$ cat src/rtl/adder_operand_loader.sv
// Byte-stream loader that assembles four 8-bit operands and holds them for the adder core.
// Define ADDER_OPERAND_CHECKSUM_EN to require a trailing XOR checksum byte per set.
module adder_operand_loader (
  input  logic       clk,
  input  logic       reset,
  input  logic [7:0] in_data,
  input  logic       in_valid,
  output logic       in_ready,
  output logic [7:0] a,
  output logic [7:0] b,
  output logic [7:0] c,
  output logic [7:0] d,
  output logic       ops_valid,
  input  logic       ops_ready,
  output logic [7:0] set_count,
  output logic       chk_err
);

`ifdef ADDER_OPERAND_CHECKSUM_EN
  typedef enum logic [1:0] {StFill = 2'd0, StCheck = 2'd1, StPresent = 2'd2} state_e;
`else
  typedef enum logic [1:0] {StFill = 2'd0, StPresent = 2'd2} state_e;
`endif

  state_e     state_q, state_d;
  logic [1:0] idx_q, idx_d;
  logic [7:0] a_q, b_q, c_q, d_q;
  logic [7:0] cnt_q, cnt_d;
  logic       ops_valid_q;
  logic       chk_err_q, chk_err_d;
  logic       wr_en;
  logic       accept;

  // Ready is forced low while reset is held so nothing is taken during reset.
  always_comb begin
    in_ready = 1'b0;
    if (!reset) begin
`ifdef ADDER_OPERAND_CHECKSUM_EN
      in_ready = (state_q == StFill) || (state_q == StCheck);
`else
      in_ready = (state_q == StFill);
`endif
    end
  end

  assign accept = in_valid && in_ready;

  always_comb begin
    state_d   = state_q;
    idx_d     = idx_q;
    cnt_d     = cnt_q;
    wr_en     = 1'b0;
    chk_err_d = 1'b0;
    case (state_q)
      StFill: begin
        if (accept) begin
          wr_en = 1'b1;
          idx_d = idx_q + 2'd1;
          if (idx_q == 2'd3) begin
`ifdef ADDER_OPERAND_CHECKSUM_EN
            state_d = StCheck;
`else
            state_d = StPresent;
`endif
          end
        end
      end
`ifdef ADDER_OPERAND_CHECKSUM_EN
      StCheck: begin
        if (accept) begin
          if (in_data == (a_q ^ b_q ^ c_q ^ d_q)) begin
            state_d = StPresent;
          end else begin
            state_d   = StFill;
            chk_err_d = 1'b1;
          end
        end
      end
`endif
      StPresent: begin
        if (ops_ready) begin
          state_d = StFill;
          cnt_d   = cnt_q + 8'd1;
        end
      end
      default: state_d = StFill;
    endcase
  end

  always_ff @(posedge clk or posedge reset) begin
    if (reset) begin
      state_q     <= StFill;
      idx_q       <= 2'd0;
      cnt_q       <= 8'd0;
      ops_valid_q <= 1'b0;
      chk_err_q   <= 1'b0;
    end else begin
      state_q     <= state_d;
      idx_q       <= idx_d;
      cnt_q       <= cnt_d;
      ops_valid_q <= (state_d == StPresent);
      chk_err_q   <= chk_err_d;
    end
  end

  always_ff @(posedge clk or posedge reset) begin
    if (reset) begin
      a_q <= 8'd0;
      b_q <= 8'd0;
      c_q <= 8'd0;
      d_q <= 8'd0;
    end else if (wr_en) begin
      case (idx_q)
        2'd0:    a_q <= in_data;
        2'd1:    b_q <= in_data;
        2'd2:    c_q <= in_data;
        default: d_q <= in_data;
      endcase
    end
  end

  assign a         = a_q;
  assign b         = b_q;
  assign c         = c_q;
  assign d         = d_q;
  assign ops_valid = ops_valid_q;
  assign set_count = cnt_q;
  assign chk_err   = chk_err_q;

endmodule

$ cat config.mk
export PLATFORM = sky130hd
export DESIGN_NAME = adder_operand_loader
export DESIGN_NICKNAME = d
export VERILOG_FILES = /design/src/rtl/adder_operand_loader.sv
export SDC_FILE = /design/constraint.sdc
export NUM_CORES = 1
export LEC_CHECK = 0
export BUFFER_PORTS_ARGS = -buffer_cell sky130_fd_sc_hd__buf_2
export CORE_MARGIN = 5
export CORE_UTILIZATION = 41
export CTS_CLUSTER_DIAMETER = 60
export CTS_CLUSTER_SIZE = 40
export DETAILED_ROUTE_END_ITERATION = 10
export PLACE_DENSITY = 0.63
export SLEW_MARGIN = 40
export SYNTH_ARGS = -nofsm -noshare
export SYNTH_HDL_FRONTEND = slang
export SYNTH_SLANG_ARGS = --single-unit
export TNS_END_PERCENT = 100
$ cat constraint.sdc
create_clock -name clk -period 3.2 [get_ports clk]
set_input_delay 0.32 -clock clk [delete_from_list [all_inputs] [get_ports clk]]
set_output_delay 0.32 -clock clk [all_outputs]
set_load 0.01 [all_outputs]
==> impl_summary.log, run 1 <==
[metrics] count leader, synth: dfrtp_1
[metrics] flops & latches, synth: 45
[metrics] synth-to-layout area growth: 23.27%
[metrics] area of the die: 5880 um^2
[metrics] switching component of the power: 631.8 uW
[metrics] total clock buffers created by CTS: 5
[metrics] Root Buffer Master: clkbuf_8
[metrics] min cycle time layout: 1.798 ns
[metrics] number of hold-repair buffers added at the cts stage: 0
[metrics] Setup Crit Path Kind: reg -> reg
[metrics] post-synthesis instance area: 1823 um^2
[metrics] antenna viol nets, final: 0
[metrics] number of top-level pins: 55
[metrics] register-to-register path setup slack: 1.40 ns
[metrics] transition time of the tightest slew-check pin: 0.5245 ns
[metrics] Die Wd: 76.68 um
[metrics] remaining design rule violation count: 0
[metrics] clock transition at the registers of the reported paths: 0.08 ns
[metrics] cell breakdown of the critical path: nor4b_4 -> nand2_2 -> mux2_1
[metrics] Fmax: 556.1 MHz
[metrics] number of gates resized after cts: 0
[metrics] Die Y-Extent: 76.68 um
[metrics] global-route wire length before repair: 6341 um
[metrics] core outline area: 4324 um^2
[metrics] final hold viol count: 0
[metrics] Synth Flop Type: dfrtp_1
[metrics] post-layout power: 1.904 mW
[metrics] Final Core Density: 51.97%
[metrics] NumNets Final: 202
[metrics] leakage power total: 1.157 nW
[metrics] Final Max Slew Viols: 0
[metrics] compound-cell area share of the yosys netlist: 0.5491%
[metrics] largest fanout on the critical path: 8
[metrics] via count of the first global-routing pass: 1250
[metrics] final critical-path share of the clock period: 56.20%
[metrics] remaining global-route overflow: 0
[metrics] CTS tree: done
[metrics] Max H-tree Level: 2
[metrics] Min-Delay Path Class: in -> async
[metrics] post-synthesis share of cell area spent on full adders, half adders and majority gates: 4.118%
[metrics] cell-internal power: 1.273 mW
[metrics] combined global-route utilization of all metal layers: 13.72%
[metrics] Setup Viol. Count Final: 0
[metrics] Final Skew: 0.004135 ns
[metrics] number of vias in the routed layout: 1138
[metrics] Max-Cap Viols: 0
[metrics] final weighted congestion in routability-driven placement: 0.7438
[metrics] Clk network pwr share: 18.5%
[metrics] cell depth of the worst flop-to-flop path: 3
[metrics] most instantiated cells after synthesis: dfrtp_1, mux2_2, ha_1, inv_1
[metrics] Antenna Cells: 0
[metrics] layout cells sized above 1: 53.51%
[metrics] I/O Buffers: 53
[metrics] sequential cell area fraction in the yosys report: 61.77%
[metrics] initial detailed-routing violation count: 53
[metrics] post-CTS setup repair buffer count: 0
[metrics] routed vias/inst: 4.802
[metrics] Reg-to-Reg Start: state_q[1]
[metrics] post-synthesis xor/xnor area fraction: 3.844%
[metrics] cell area after layout: 2247 um^2
[metrics] cells taking the most area after synthesis: dfrtp_1, mux2_2, ha_1, xnor2_1, xor2_1
[metrics] worst path required time: 3.38 ns
[metrics] Synth async-reset ratio: 100.0%
[metrics] Post-Syn Instances: 123
[metrics] nature of the critical path endpoint: flop
[metrics] number of antenna violations at the first check in global routing: 0
[metrics] area share of and/or/nand/nor cells after synthesis: 7.481%
[metrics] FP Rows: 24
[metrics] Skew-Pair Late Insertion Delay: 0.30 ns
[metrics] slowest library cell on the worst path: nor4b_4
[metrics] Distinct cells, synth: 22
[metrics] post-DP HPWL: 2688 um
[metrics] category of cells accounting for the largest share of critical-path delay: simple AND/OR/NAND/NOR gates
[metrics] Arr. time, crit path: 1.98 ns
[metrics] biggest area consumer among synthesized cells: dfrtp_1
[metrics] sequential group share of total power: 47.9%
[metrics] largest net degree at the start of global routing: 35
[metrics] combinational power share: 33.6%
[metrics] destination of the worst register-to-register timing path: a[3]
[metrics] Routed WL per cell: 15.58 um
[metrics] setup repair after global routing missed its margin: no
[metrics] count of warnings emitted by yosys: 0
[metrics] maximum buffer depth of the clock tree: 2
[metrics] DP Area: 2157 um^2
[metrics] number of synthesized flops with an enable pin: 0
[metrics] number of buffers and inverters on the critical path: 0
[metrics] share of cell area taken by muxes after synthesis: 20.38%
[metrics] maximum VDD drop: 0.0004045 V
[metrics] worst max-slew margin expressed relative to the limit: 64.89%
[metrics] number of sinks driven by the clock tree: 45
[metrics] Post-Route WL: 3693 um
[metrics] outcome: finished, final reports clean
[metrics] dominant combinational cell family by area after synthesis: multiplexers
[metrics] initial core utilization: 42.16%
[metrics] launching element type of the critical path: flop
[metrics] Avg Synthesized Cell Area: 14.82 um^2
[metrics] Pwr Density: 847.5 nW/um^2
[metrics] Total Negative Setup Slacks: 0 ns
[metrics] Initial DRT Pass Iterations: 2
[metrics] portion of synthesized cell area occupied by the leading cell type: 61.77%
[metrics] CP max stage delay: 0.56 ns
[metrics] Switching Fraction: 33.18%
-- power groups by stage --
stage / combinational, mW / clock (mW) / sequential [mW]
CTS: 0.657 / 0.368 / 0.916
global route: 0.709 / 0.391 / 0.946
finish: 0.640 / 0.352 / 0.913
detailed placement: 0.653 / 0 / 0.926
floorplan: 0.264 / 0 / 1.01
global placement: 0.634 / 0 / 0.912
-- area by class of cell --
cell class	instances	area (um^2)
tap	52	65.06
timing repair buffer	54	272.8
fill	388	2077
inverter	6	22.52
multi-input combinational	72	670.6
clock inverter	3	21.27
clock buffer	5	68.82
sequential	45	1126
-- routing by layer --
| layer | GRT usage, % | vias to the layer above | part of all wire (%) |
|---|---|---|---|
| met3 | 6.206 | 9 | 10 |
| met5 | 0 | - | 0 |
| li1 | - | 540 | - |
| met4 | 6.294 | 0 | 2.0 |
| met2 | 21.73 | 43 | 48 |
| met1 | 15.77 | 546 | 40 |
-- through the flow --
stage | std cells | hold slack [ns] | setup WS (ns)
2_1_floorplan | 124 | 0.4517 | 1.635
3_3_place_gp | 229 | 0.3147 | 1.481
3_5_place_dp | 229 | 0.3269 | 1.424
4_1_cts | 237 | 0.001806 | 1.375
5_1_grt | 237 | 0.02685 | 1.312
6_report | 237 | 0.0001190 | 1.402
-- flip-flops by register name (all words and copies together), names as in the netlist --
signal and flops:
b 8, idx_q 2, c 8, set_count 8, d 8, a 8, state_q 2, ops_valid 1
-- placed cells by master, fill, tap and decap left out, drive strengths merged --
| cell type | count |
|---|---|
| nor3 | 3 |
| conb | 2 |
| ha | 6 |
| and4bb | 1 |
| xnor2 | 4 |
| nand3b | 1 |
| nand4 | 1 |
| nor2 | 4 |
| mux2 | 33 |
| nor4b | 1 |
| buf | 54 |
| nand2 | 7 |
| nand4b | 1 |
| a21oi | 1 |
| clkinv | 2 |
| nor4 | 1 |
| inv | 6 |
| xor2 | 4 |
| dfrtp | 45 |
| clkinvlp | 1 |
| nand3 | 1 |
| o21ai | 1 |
| clkbuf | 5 |
-- how the worst max path moves through the flow --
stage          startpoint   end  cells past startpoint
2_1_floorplan  state_q[1]  a[2]                      3
3_3_place_gp   state_q[1]  a[2]                      3
3_5_place_dp   state_q[1]  a[3]                      3
4_1_cts        state_q[1]  a[3]                      3
5_1_grt        state_q[1]  a[2]                      3
6_report       state_q[1]  a[3]                      3
-- worst reg2reg max path, delay by kind of cell (launching register included) --
kind | cells | cell delay [ns]
AND/OR/NAND/NOR | 2 | 0.86
flip-flops | 1 | 0.46
multiplexers | 1 | 0.37
-- cell families after synthesis --
kind of cell | Yosys count
flops | 45
other cells | 1
compound gates | 2
simple gates | 21
fa+ha+maj | 6
buf+inv | 7
mux | 33
xor+xnor | 8
(Power assumes the default switching activity.)
==> run 2: changes to the inputs <==
--- a/config.mk
+++ b/config.mk
@@ -5,6 +5,7 @@
 export SDC_FILE = /design/constraint.sdc
 export NUM_CORES = 1
 export LEC_CHECK = 0
+export ABC_AREA = 1
 export BUFFER_PORTS_ARGS = -buffer_cell sky130_fd_sc_hd__buf_2
 export CORE_MARGIN = 5
 export CORE_UTILIZATION = 41
==> constraint.sdc (replaced) <==
create_clock -name clk -period 1.87 [get_ports clk]
set_input_delay 0.187 -clock clk [delete_from_list [all_inputs] [get_ports clk]]
set_output_delay 0.187 -clock clk [all_outputs]
set_load 0.01 [all_outputs]
==> run 2 against run 1 <==
Against the previous run:
- hold slack improved by 0.12 ns
- critical endpoint is now b[6]
- clock skew is 0.0033 ns higher
- via count is 19% higher
- clock power increased by 110%
==> impl_summary.log, run 2 <==
[metrics] remaining global-route overflow: 0 (unchanged)
[metrics] # fillers: 420 (was 388)
[metrics] Setup Crit Path Kind: in -> reg (was reg -> reg)
[metrics] Pwr Density: 1449 nW/um^2 (was 847.5 nW/um^2)
[metrics] FP Rows: 24 (unchanged)
[metrics] flops & latches, synth: 45 (unchanged)
[metrics] number of vias in the routed layout: 1355 (was 1138)
[metrics] cell area after layout: 2260 um^2 (was 2247 um^2)
[metrics] Max H-tree Level: 2 (unchanged)
[metrics] post-DP HPWL: 2850 um (was 2688 um)
[metrics] antenna viol nets, final: 0 (unchanged)
[metrics] I/O Buffers: 53 (unchanged)
[metrics] layout cells sized above 1: 25.71% (was 53.51%)
[metrics] leading cell type in the layout, fill and taps excluded: nand2_1 (was buf_2)
[metrics] total clock buffers created by CTS: 5 (unchanged)
[metrics] via count of the first global-routing pass: 1378 (was 1250)
[metrics] Synth Flop Type: dfrtp_1 (unchanged)
[metrics] nature of the critical path endpoint: flop (unchanged)
[metrics] outcome: finished, final reports clean (unchanged)
[metrics] Root Buffer Master: clkbuf_8 (unchanged)
[metrics] Final Skew: 0.007423 ns (was 0.004135 ns)
[metrics] Routed WL per cell: 12.73 um (was 15.58 um)
[metrics] launching element type of the critical path: primary input (was flop)
[metrics] Initial DRT Pass Iterations: 4 (was 2)
[metrics] Die Y-Extent: 76.93 um (was 76.68 um)
[metrics] worst path required time: 2.07 ns (was 3.38 ns)
[metrics] number of antenna violations at the first check in global routing: 0 (unchanged)
[metrics] Synth async-reset ratio: 100.0% (unchanged)
[metrics] final worst hold slack: 0.1248 ns (was 0.0001190 ns)
[metrics] core outline area: 4354 um^2 (was 4324 um^2)
[metrics] worst max-slew margin expressed relative to the limit: 63.26% (was 64.89%)
[metrics] clock transition at the registers of the reported paths: 0.08 ns (about the same)
[metrics] Avg Synthesized Cell Area: 9.875 um^2 (was 14.82 um^2)
[metrics] top library cells by usage in the layout, fill and taps aside: nand2_1, buf_2, dfrtp_1 (was buf_2, dfrtp_1, mux2_2)
[metrics] number of top-level pins: 55 (unchanged)
[metrics] Arr. time, crit path: 1.87 ns (was 1.98 ns)
[metrics] setup repair after global routing missed its margin: no (unchanged)
[metrics] transition time of the tightest slew-check pin: 0.5496 ns (was 0.5245 ns)
[metrics] Post-Route WL: 3781 um (was 3693 um)
[metrics] global-route wire length before repair: 6706 um (was 6341 um)
[metrics] final weighted congestion in routability-driven placement: 0.7967 (was 0.7438)
[metrics] Setup Viol. Count Final: 0 (unchanged)
[metrics] Final Core Density: 51.90% (was 51.97%)
[metrics] Total Negative Setup Slacks: 0 ns (unchanged)
[metrics] initial core utilization: 42.18% (was 42.16%)
[metrics] count leader, synth: nand2_1 (was dfrtp_1)
[metrics] most instantiated cells after synthesis: nand2_1, dfrtp_1, o21ai_0, inv_1, nand3_1 (was dfrtp_1, mux2_2, ha_1, inv_1)
[metrics] routed vias/inst: 4.562 (was 4.802)
[metrics] Final Max Slew Viols: 0 (unchanged)
[metrics] Max-Cap Viols: 0 (unchanged)
[metrics] number of placed cells counting well taps: 288 (was 229)
[metrics] DP Area: 2138 um^2 (was 2157 um^2)
[metrics] largest fanout on the critical path: 16 (was 8)
[metrics] biggest area consumer among synthesized cells: dfrtp_1 (unchanged)
[metrics] leakage power total: 1.250 nW (was 1.157 nW)
[metrics] maximum VDD drop: 0.0007176 V (was 0.0004045 V)
[metrics] final critical-path share of the clock period: 89.52%
[metrics] initial detailed-routing violation count: 35 (was 53)
[metrics] sequential cell area fraction in the yosys report: 61.31% (was 61.77%)
[metrics] number of synthesized flops with an enable pin: 0 (unchanged)
[metrics] portion of synthesized cell area occupied by the leading cell type: 61.31% (was 61.77%)
[metrics] Post-Syn Instances: 186 (was 123)
[metrics] remaining design rule violation count: 0 (unchanged)
[metrics] minimum setup slack after placement: 0.2479 ns (was 1.424 ns)
[metrics] cells taking the most area after synthesis: dfrtp_1, nand2_1, o21ai_0, ha_1, inv_1 (was dfrtp_1, mux2_2, ha_1, xnor2_1, xor2_1)
[metrics] synth-to-layout area growth: 23.02% (was 23.27%)
[metrics] number of gates resized after cts: 0 (unchanged)
[metrics] post-CTS setup repair buffer count: 0 (unchanged)
[metrics] Min-Delay Path Class: in -> reg (was in -> async)
[metrics] min cycle time layout: 1.674 ns
[metrics] count of warnings emitted by yosys: 0 (unchanged)
[metrics] number of sinks driven by the clock tree: 45 (unchanged)
[metrics] Distinct cells, synth: 16 (was 22)
[metrics] Final WS setup: 0.1960 ns (was 1.402 ns)
[metrics] largest net degree at the start of global routing: 38 (was 35)
[metrics] footprint of the multi-input gates: 594.3 um^2 (was 670.6 um^2)
[metrics] combined global-route utilization of all metal layers: 13.82% (was 13.72%)
[metrics] number of cells in the finished layout apart from fillers: 297 (was 237)
[metrics] Antenna Cells: 0 (unchanged)
[metrics] NumNets Final: 262 (was 202)
[metrics] final hold viol count: 0 (unchanged)
[metrics] Die Wd: 76.93 um (was 76.68 um)
[metrics] Fmax: 597.4 MHz
[metrics] register-to-register path setup slack: 0.26 ns (was 1.40 ns)
[metrics] maximum buffer depth of the clock tree: 2 (unchanged)
[metrics] Sequential Area: 1126 um^2 (unchanged)
[metrics] CTS tree: done (unchanged)
[metrics] post-synthesis instance area: 1837 um^2 (was 1823 um^2)
[metrics] post-layout power: 3.275 mW (was 1.904 mW)
[metrics] Skew-Pair Late Insertion Delay: 0.29 ns (was 0.30 ns)
[metrics] area of the die: 5918 um^2 (was 5880 um^2)
==> run 2: what timing repair did <==
item | in CTS | in global routing
setup endpoints to repair | 0 | 0
hold buffers | 1 | 0
hold endpoints to repair | 8 | 0
==> run 2: layer usage <==
metal,share of wire [%],GRT usage [%],vias to the layer above
met3,7.7,5.152,4
met1,50,19.12,606
met4,0.82,3.147,0
li1,-,-,702
met5,0,0,-
met2,42,20.63,43
==> run 2: worst paths after layout <==
kind	startpoint	end	cells after the start
max	reset	b[6]	5
min	ops_ready	ops_valid	2
max reg2reg	state_q[1]	b[6]	3
min reg2reg	b[1]	b[1]	2
max in group asynchronous	reset	b[1]	4
min in group asynchronous	reset	set_count[2]	3
==> run 2: power by group <==
group	switching [mW]	leakage (nW)	internal, mW
clock	0.320	0.0554	0.401
sequential	0.234	0.578	1.34
combinational	0.557	0.617	0.425
total	1.11	1.25	2.16
==> run 2: final cells by class <==
cell class	count	share of cell area (%)
Sequential cell	45	49.83
Multi-Input combinational cell	119	26.30
Timing Repair Buffer	55	13.07
Clock buffer	6	3.212
Inverter	18	2.990
Tap cell	52	2.879
Clock inverter	2	1.716
==> run 2: worst max-delay path: stages <==
cell and delay [ns]:
dlygate4sd3_1 0.53, buf_2 0.15, nor3_4 0.23, nand3_1 0.46, o21ai_0 0.32
==> run 2: logic make-up (layout without fill, tap and decap cells) <==
logic type	Yosys count	count (layout)	synth area share, %
AOI/OAI and AO/OA	36	36	9.809
adders and majority gates	6	6	4.087
xor gates and xnor gates	4	4	1.908
and+or+nand+nor	71	71	16.14
other	1	2	0.2042
buffers and inverters	23	81	6.539
DFF	45	45	61.31
